<file path="src/rtl/pof_shift_pkg.sv">
// Shared definitions for the pipelined sticky right shifter.
package pof_shift_pkg;

  // Value of the ARITH parameter that selects a zero-fill (logical) shift.
  localparam int ARITH_LOGICAL = 0;

  // Ceiling log2 with a floor of 1, so a width derived from it is never zero.
  function automatic int clog2_pos(input int n);
    int r;
    r = 1;
    while ((1 << r) < n) begin
      r++;
    end
    return r;
  endfunction

  // Width-independent part of the per-stage record. The data and
  // shift-amount fields depend on module parameters, so they travel as
  // plain vectors alongside this struct.
  typedef struct packed {
    logic valid;   // stage holds a live operand
    logic sticky;  // OR of every original operand bit shifted out so far
    logic sign;    // fill bit for arithmetic shifts, 0 for logical shifts
  } stage_flags_t;

endpackage

</file>
<file path="src/rtl/shift_stage.sv">
// One pipeline stage of the logarithmic right shifter: a conditional
// right shift by 2^K with sticky accumulation, followed by a register
// that advances only when the whole pipe is enabled.
module shift_stage
  import pof_shift_pkg::*;
#(
  parameter int WIDTH     = 8,
  parameter int AMT_WIDTH = 3,
  parameter int K         = 0,
  parameter int ARITH     = 0
) (
  input  logic                 clk,
  input  logic                 rst,
  input  logic                 en,
  input  stage_flags_t         in_flags,
  input  logic [WIDTH-1:0]     in_data,
  input  logic [AMT_WIDTH-1:0] in_amt,
  output stage_flags_t         out_flags,
  output logic [WIDTH-1:0]     out_data,
  output logic [AMT_WIDTH-1:0] out_amt
);

  localparam int SHIFT  = 1 << K;
  // Bits falling off the bottom: the whole word once the step reaches the width.
  localparam int DROP_W = (SHIFT < WIDTH) ? SHIFT : WIDTH;
  // Wide enough to hold (bit index + amount already shifted) without overflow.
  localparam int SUM_W  = clog2_pos(WIDTH + (1 << AMT_WIDTH));

  logic                 fill_bit;
  logic [AMT_WIDTH-1:0] consumed;
  logic [DROP_W-1:0]    true_mask;
  logic [WIDTH-1:0]     shifted;
  logic                 dropped;
  logic [WIDTH-1:0]     data_next;
  stage_flags_t         flags_next;

  assign fill_bit = (ARITH != ARITH_LOGICAL) && in_flags.sign;

  // The full amount is carried down the pipe; the bits below K say how far
  // earlier stages have already shifted, i.e. how many top bits are fill.
  assign consumed = in_amt & AMT_WIDTH'((1 << K) - 1);

  // Marks drop-window positions that still hold original operand bits, so
  // sign fill introduced by earlier stages never reaches the sticky bit.
  always_comb begin
    for (int i = 0; i < DROP_W; i++) begin
      true_mask[i] = (SUM_W'(i) + SUM_W'(consumed)) < SUM_W'(WIDTH);
    end
  end

  generate
    if (SHIFT >= WIDTH) begin : g_full
      assign shifted = {WIDTH{fill_bit}};
    end else begin : g_part
      assign shifted = {{SHIFT{fill_bit}}, in_data[WIDTH-1:SHIFT]};
    end
  endgenerate

  assign dropped = |(in_data[DROP_W-1:0] & true_mask);

  // Apply this stage's shift step when its amount bit is set.
  always_comb begin
    flags_next = in_flags;
    data_next  = in_data;
    if (in_amt[K]) begin
      data_next         = shifted;
      flags_next.sticky = in_flags.sticky | dropped;
    end
  end

  // Stage register; holds everything while the pipe is stalled.
  always_ff @(posedge clk) begin
    if (rst) begin
      out_flags <= '0;
      out_data  <= '0;
      out_amt   <= '0;
    end else if (en) begin
      out_flags <= flags_next;
      out_data  <= data_next;
      out_amt   <= in_amt;
    end
  end

endmodule

</file>
<file path="src/rtl/shift_right_sticky_pipe.sv">
// Pipelined logarithmic right shifter with sticky output, used to align
// mantissas. One stage per shift-amount bit, valid/ready on both sides,
// and the whole pipe stalls together under backpressure.
module shift_right_sticky_pipe
  import pof_shift_pkg::*;
#(
  parameter int DATA_WIDTH_A = 8,
  parameter int DATA_WIDTH_B = 3,
  parameter int DATA_WIDTH_C = 8,
  parameter int ARITH        = 0
) (
  input  logic                    clk,
  input  logic                    rst,
  input  logic                    s_valid,
  output logic                    s_ready,
  input  logic [DATA_WIDTH_A-1:0] a,
  input  logic [DATA_WIDTH_B-1:0] b,
  output logic                    m_valid,
  input  logic                    m_ready,
  output logic [DATA_WIDTH_C-1:0] c,
  output logic                    sticky
);

  localparam int LAST = DATA_WIDTH_B - 1;

  stage_flags_t            stage_flags [DATA_WIDTH_B];
  logic [DATA_WIDTH_A-1:0] stage_data  [DATA_WIDTH_B];
  logic [DATA_WIDTH_B-1:0] stage_amt   [DATA_WIDTH_B];

  stage_flags_t            in_flags;
  logic                    en;
  logic                    out_fill;
  logic                    unused_tail;

  // Single global enable: advance whenever the output slot is empty or draining.
  assign en      = !m_valid || m_ready;
  assign s_ready = en;

  // Flags entering stage 0: no sticky yet, sign captured only for arithmetic shifts.
  always_comb begin
    in_flags        = '0;
    in_flags.valid  = s_valid;
    in_flags.sign   = (ARITH != ARITH_LOGICAL) && a[DATA_WIDTH_A-1];
  end

  genvar gi;
  generate
    for (gi = 0; gi < DATA_WIDTH_B; gi++) begin : g_stage
      if (gi == 0) begin : g_first
        shift_stage #(
          .WIDTH     (DATA_WIDTH_A),
          .AMT_WIDTH (DATA_WIDTH_B),
          .K         (gi),
          .ARITH     (ARITH)
        ) u_stage (
          .clk       (clk),
          .rst       (rst),
          .en        (en),
          .in_flags  (in_flags),
          .in_data   (a),
          .in_amt    (b),
          .out_flags (stage_flags[gi]),
          .out_data  (stage_data[gi]),
          .out_amt   (stage_amt[gi])
        );
      end else begin : g_rest
        shift_stage #(
          .WIDTH     (DATA_WIDTH_A),
          .AMT_WIDTH (DATA_WIDTH_B),
          .K         (gi),
          .ARITH     (ARITH)
        ) u_stage (
          .clk       (clk),
          .rst       (rst),
          .en        (en),
          .in_flags  (stage_flags[gi-1]),
          .in_data   (stage_data[gi-1]),
          .in_amt    (stage_amt[gi-1]),
          .out_flags (stage_flags[gi]),
          .out_data  (stage_data[gi]),
          .out_amt   (stage_amt[gi])
        );
      end
    end
  endgenerate

  assign m_valid  = stage_flags[LAST].valid;
  assign sticky   = stage_flags[LAST].sticky;
  // The sign flag is already zero for logical shifts, so it is the fill directly.
  assign out_fill = stage_flags[LAST].sign;

  // Output resizing: truncate to the low bits, or extend with the fill bit.
  generate
    if (DATA_WIDTH_C <= DATA_WIDTH_A) begin : g_trunc
      assign c = stage_data[LAST][DATA_WIDTH_C-1:0];
    end else begin : g_extend
      assign c = {{(DATA_WIDTH_C - DATA_WIDTH_A){out_fill}}, stage_data[LAST]};
    end
  endgenerate

  // The final amount and, depending on sizing, some data bits have no consumer.
  assign unused_tail = ^{stage_amt[LAST], stage_data[LAST], out_fill};

endmodule

</file>
<file path="config.mk">
export PLATFORM = sky130hd
export DESIGN_NAME = shift_right_sticky_pipe
export DESIGN_NICKNAME = d
export VERILOG_FILES = /design/src/rtl/pof_shift_pkg.sv /design/src/rtl/shift_stage.sv /design/src/rtl/shift_right_sticky_pipe.sv
export SDC_FILE = /design/constraint.sdc
export NUM_CORES = 1
export LEC_CHECK = 0
export CORE_MARGIN = 2
export CORE_UTILIZATION = 30
export DETAILED_ROUTE_END_ITERATION = 10
export HOLD_SLACK_MARGIN = 0.06
export SETUP_SLACK_MARGIN = 0.3
export SLEW_MARGIN = 20
export SYNTH_ARGS = -nofsm -noshare
export SYNTH_HDL_FRONTEND = slang
export SYNTH_SLANG_ARGS = --single-unit
</file>
<file path="constraint.sdc">
create_clock -name clk -period 1.46 [get_ports clk]
set_clock_uncertainty 0.1 [all_clocks]
set_input_delay 0.146 -clock clk [delete_from_list [all_inputs] [get_ports clk]]
set_output_delay 0.146 -clock clk [all_outputs]
set_load 0.01 [all_outputs]
</file>
Word-level counts from Yosys, hierarchy flattened

Index checks and enable logic that the tools add are counted.
W data, S select, Z words.

Output and inout bits: 11
Memory bits (writable): 0
Latch bits: 0
ROM bits: 0
Memories kept: 0
Logic and storage cells: 35
Input port bits: 15
Flip-flop bits (word level): 36

Multiplexer cells: 6
Magnitude comparators: 6
Reductions and logical operators: 4
Bitwise gates (word level): 4
$mul: 0
Equal/unequal tests: 0
Div/mod/pow operators: 0
Shift operators: 0
$add $sub $neg: 4

Operators by type and width:

| operator              | count |
|---|---|
| $mux W8               | 3 |
| $lt A4 B4 Y1 const B  | 4 |
| $add A2 B2 Y3 const A | 2 |
| $and A4 B4 Y4         | 1 |
| $lt A1 B4 Y1 const B  | 1 |
| $lt A2 B4 Y1 const B  | 1 |
| $reduce_or A4 Y1      | 1 |
| $add A1 B2 Y3 const A | 1 |
| $mux W1               | 3 |
| $add A1 B1 Y2 const A | 1 |
| $and A2 B2 Y2         | 1 |
| $or A1 B1 Y1          | 2 |
| $reduce_or A2 Y1      | 1 |
| $logic_not A1 Y1      | 1 |
| $logic_or A1 B1 Y1    | 1 |

Logic depth before layout (Yosys ltp)

Depth in word-level cells: 6
Mapped depth: 6

Cells and area by module

Synthesis repeated with hierarchy kept, for this count alone.

Cells, all modules: 169
Area, all modules: 1717.9 um^2

By module, submodules not included:

| module                                    | area an instance (um^2) | times used | cells an instance |
|---|---|---|---|
| shift_stage at g_stage[0].g_first.u_stage | 573.0                   | 1          | 55 |
| shift_stage at g_stage[1].g_rest.u_stage  | 570.5                   | 1          | 56 |
| shift_stage at g_stage[2].g_rest.u_stage  | 564.3                   | 1          | 56 |
| shift_right_sticky_pipe                   | 10.0                    | 1          | 2 |

Least setup slack after synthesis

No wires, ideal clock.

Path kind: register to register
Start: reg g_stage[1].g_rest.u_stage.out_data[0]
End: reg g_stage[2].g_rest.u_stage.out_flags[1] (netlist bit)
Cell stages (with the launch flop): 4
Required time: 1236 ps
Setup slack: 149 ps
Arrival time: 1087 ps
Period minus slack after synthesis: 1311 ps
Path buffers: 0
Cells stage by stage: dfxtp_1 -> or4_1 -> a211oi_1 -> nor3_1

Word-level cells in the longest chain between the ends: 4

Ends and longest elaborated chain:

| element                | RTL line          | source |
|---|---|---|
| from (decl)            | shift_stage.sv:19 | `output logic [WIDTH-1:0] out_data,` |
| from (signal assigned) | shift_stage.sv:79 | `out_data <= data_next;` |
| $and A4 B4 Y4          | shift_stage.sv:59 | `assign dropped = \|(in_data[DROP_W-1:0] & true_mask);` |
| $reduce_or A4 Y1       | shift_stage.sv:59 |  |
| $or A1 B1 Y1           | shift_stage.sv:67 | `flags_next.sticky = in_flags.sticky \| dropped;` |
| $mux W1                | shift_stage.sv:65 | `if (in_amt[K]) begin` |
| to (signal assigned)   | shift_stage.sv:78 | `out_flags <= flags_next;` |
| to (decl)              | shift_stage.sv:18 | `output stage_flags_t out_flags,` |

Every way passes these cells.
A chain may end at the register's enable or synchronous reset.

Final worst setup path

Start: reg g_stage[1].g_rest.u_stage.out_data[3]
End: reg g_stage[2].g_rest.u_stage.out_flags[1] (netlist bit)

The elaborated chain is that of the path after synthesis.

==> results.sh <==
export IMPL_status="finished clean"
export IMPL_root_buffer="clkbuf_8"
export IMPL_yosys_top_cells_count="dfxtp_1, nor2_1, a211oi_1"
export IMPL_synth_fa_ha_area_share_pct=0
export IMPL_synth_most_common_cell="dfxtp_1"
export IMPL_rsz0062_at_grt="yes"
export IMPL_cp_start_kind="flop"
export IMPL_maxSlewViolCount=0
export IMPL_synth_seq_cells=33
export IMPL_track_usage_pct=13.50
export IMPL_timing_worst_slew_pin_value_ps=232.6
export IMPL_grt_first_pass_wirelength_mm=5.264
export IMPL_fin_crit_ps=1311
export IMPL_post_drt_via_cell_ratio=5.053
export IMPL_dpl_instance_area_mm2=0.001640
export IMPL_clkLatencyLatePin_ps=290
export IMPL_worst_setup_path_end_kind="flop"
export IMPL_rows=24
export IMPL_async_flop_share_pct=0
export IMPL_die_area_mm2=0.005018
export IMPL_portBuffers=25
export IMPL_totalPowerFinal_w=0.001905
export IMPL_cts_tree="yes"
export IMPL_synthToLayoutAreaGrowth_pct=42.67
export IMPL_fmax_mhz=762.8
export IMPL_cts_inserted_buffers=5
export IMPL_whs_ps=308.6
export IMPL_synth_area_top_cells="dfxtp_1, mux2i_1, a211oi_1, nor2_1, nand2_1"
export IMPL_grt_busiest_layer="met2"
export IMPL_maxSlewHeadroom_pct=84.05
export IMPL_nets=189
export IMPL_syn_avg_cell_area_um2=8.994
export IMPL_fp_coreArea_mm2=0.004324
export IMPL_finalHoldViolCount=0
export IMPL_die_width_um=70.84
export IMPL_die_h_um=70.84
export IMPL_finalInstanceArea_mm2=0.001912
export IMPL_overflow=0
export IMPL_start_util_pct=30.99
export IMPL_gr_usage_met1_pct=15.22
export IMPL_drive_above_1_share_pct=32.00
export IMPL_cap_violations=0
export IMPL_setup_viol=0
export IMPL_path_class="flop to flop"
export IMPL_worstPathArrival_ps=1390
export IMPL_period_share_pct=89.79
export IMPL_cts_sinks=33
export IMPL_worst_ir_drop_vdd_v=0.0005185
export IMPL_yosysSeqAreaShare_pct=49.30
export IMPL_drt_total_wl_mm=3.255
export IMPL_p_per_area_mw_per_mm2=996.3
export IMPL_dp_cells=216
export IMPL_firstDrtPassIters=4
export IMPL_fin_cells=227
export IMPL_final_util_pct=44.21
export IMPL_synth_compound_area_share_pct=15.87
export IMPL_n_antenna_cell=0
export IMPL_grt_use_met3_pct=5.271
export IMPL_p_leak_nw=0.7326
export IMPL_clk_pin_slew_worst_paths_ps=70
export IMPL_synth_edff_count=0
export IMPL_synth_simple_area_share_pct=16.90
export IMPL_grt_pass1_vias=1145
export IMPL_cp_max_fo=3
export IMPL_met2_usage_pct=21.60
export IMPL_cp_cell_sequence="or4_4, a211oi_2, nor3_1"
export IMPL_syn_inst=149
export IMPL_crit_slowest_cell="or4_4"
export IMPL_synth_xor_area_share_pct=0
export IMPL_critPathMaxStageDelay_ps=530
export IMPL_io_pins=26
export IMPL_antenna_found_initial=0
export IMPL_synth_top_family_by_area="simple AND/OR/NAND/NOR gates"
export IMPL_wl_per_cell_um=14.34
export IMPL_drtIter0Drc=48
export IMPL_synth_nets=164
export IMPL_vias=1147
export IMPL_synthFlopType="dfxtp_1"
export IMPL_yosysTopAreaCellShare_pct=49.30
export IMPL_ant_nets=0
export IMPL_synth_top_area_cell="dfxtp_1"
export IMPL_grt_max_degree=34
export IMPL_hold_path_class="primary input to flop"
export IMPL_htreeDepth=2
export IMPL_synth_area_mm2=0.001340
export IMPL_synthMuxAreaShare_pct=12.70
export IMPL_synth_cell_types=16
export IMPL_nFillCells=436
export IMPL_cts_hold_buf=0
export IMPL_clk_path_buf_depth=2
export IMPL_crit_required_ps=1540
export IMPL_place_gp_congestion=0.7041
export IMPL_drc=0
export IMPL_yosys_warnings=0
-- through the flow --
stage,setup TNS (ps),worst slack (ps)
2_1_floorplan,0,190.9
3_3_place_gp,-2696,-123.2
3_5_place_dp,-3577,-150.4
4_1_cts,0,76.40
5_1_grt,0,106.3
6_report,0,149.1
-- what timing repair did --
action                                 4_1_cts  5_1_grt
gates cloned                                 1        2
gates resized for setup                     32       37
setup endpoints to repair                   43       35
pin swaps                                    0        0
buffers inserted                             0        0
endpoints found under the hold margin        0        0
-- logic make-up after synthesis --
group / Yosys count
AO/OA/AOI/OAI: 33
buffers and inverters: 15
multiplexers: 17
AND/OR/NAND/NOR: 51
flip-flops: 33
-- routing by layer --
metal	part of all wire, %	up-vias	wire length, um
li1	-	568	-
met1	44	548	1434
met2	49	25	1583
met3	4.9	6	158
met4	2.4	0	78
met5	0	-	0
-- sequential cells by signal, indices dropped and copies added, names as in the netlist --
register and count:
g_stage.g_first.u_stage.out_flags 2, g_stage.g_first.u_stage.out_data 8, g_stage.g_first.u_stage.out_amt 2, g_stage.g_rest.u_stage.out_data 16
g_stage.g_rest.u_stage.out_amt 1, g_stage.g_rest.u_stage.out_flags 4
-- power by group --
group / internal [W] / switching (W) / total [W]
Combinational: 0.000140 / 0.000108 / 0.000248
Clock: 0.000330 / 0.000326 / 0.000655
Sequential: 0.000955 / 0.0000472 / 0.00100
-- layout by cell type (no fill, tap or decap), types with 2 or more instances in the layout --
cell type and count:
a211oi_1 4, clkbuf_8 5, a21oi_1 13, clkbuf_2 7, clkdlybuf4s50_1 14, clkbuf_16 2
nor2_1 9, nor2_2 12, clkinv_2 2, a211oi_2 15, mux2i_1 17, nand2_1 18
dfxtp_1 29, nand3b_1 7, clkdlybuf4s15_1 3, buf_12 3, dfxtp_2 4
-- final cells by class --
cell class                 count  area, um2  share of cell area [%]
clock inverter                 2      10.01                  0.5236
sequential                    33      665.6                   34.82
tap                           52      65.06                   3.403
timing repair buffer          32      359.1                   18.78
inverter                       1      6.256                  0.3272
multi-input combinational    101      733.2                   38.35
clock buffer                   6      72.57                   3.796
-- worst max-delay path, delay by kind of cell (launching register included) --
family           cells  cell delay [ps]
AND/OR/NAND/NOR      2              590
flip-flops           1              330
AO/OA/AOI/OAI        1              180
-- path summary, 6_finish.rpt --
path | startpoint | endpoint | slack [ps] | cells past startpoint
max | g_stage[1].g_rest.u_stage.out_data[3] | g_stage[2].g_rest.u_stage.out_flags[1] | 150 | 3
min | b[1] | g_stage[0].g_first.u_stage.out_amt[1] | 310 | 3
max reg2reg | g_stage[1].g_rest.u_stage.out_data[3] | g_stage[2].g_rest.u_stage.out_flags[1] | 150 | 3
min reg2reg | g_stage[0].g_first.u_stage.out_flags[1] | g_stage[0].g_first.u_stage.out_flags[1] | 350 | 2
No activity file was read; power rests on OpenSTA's default activity.
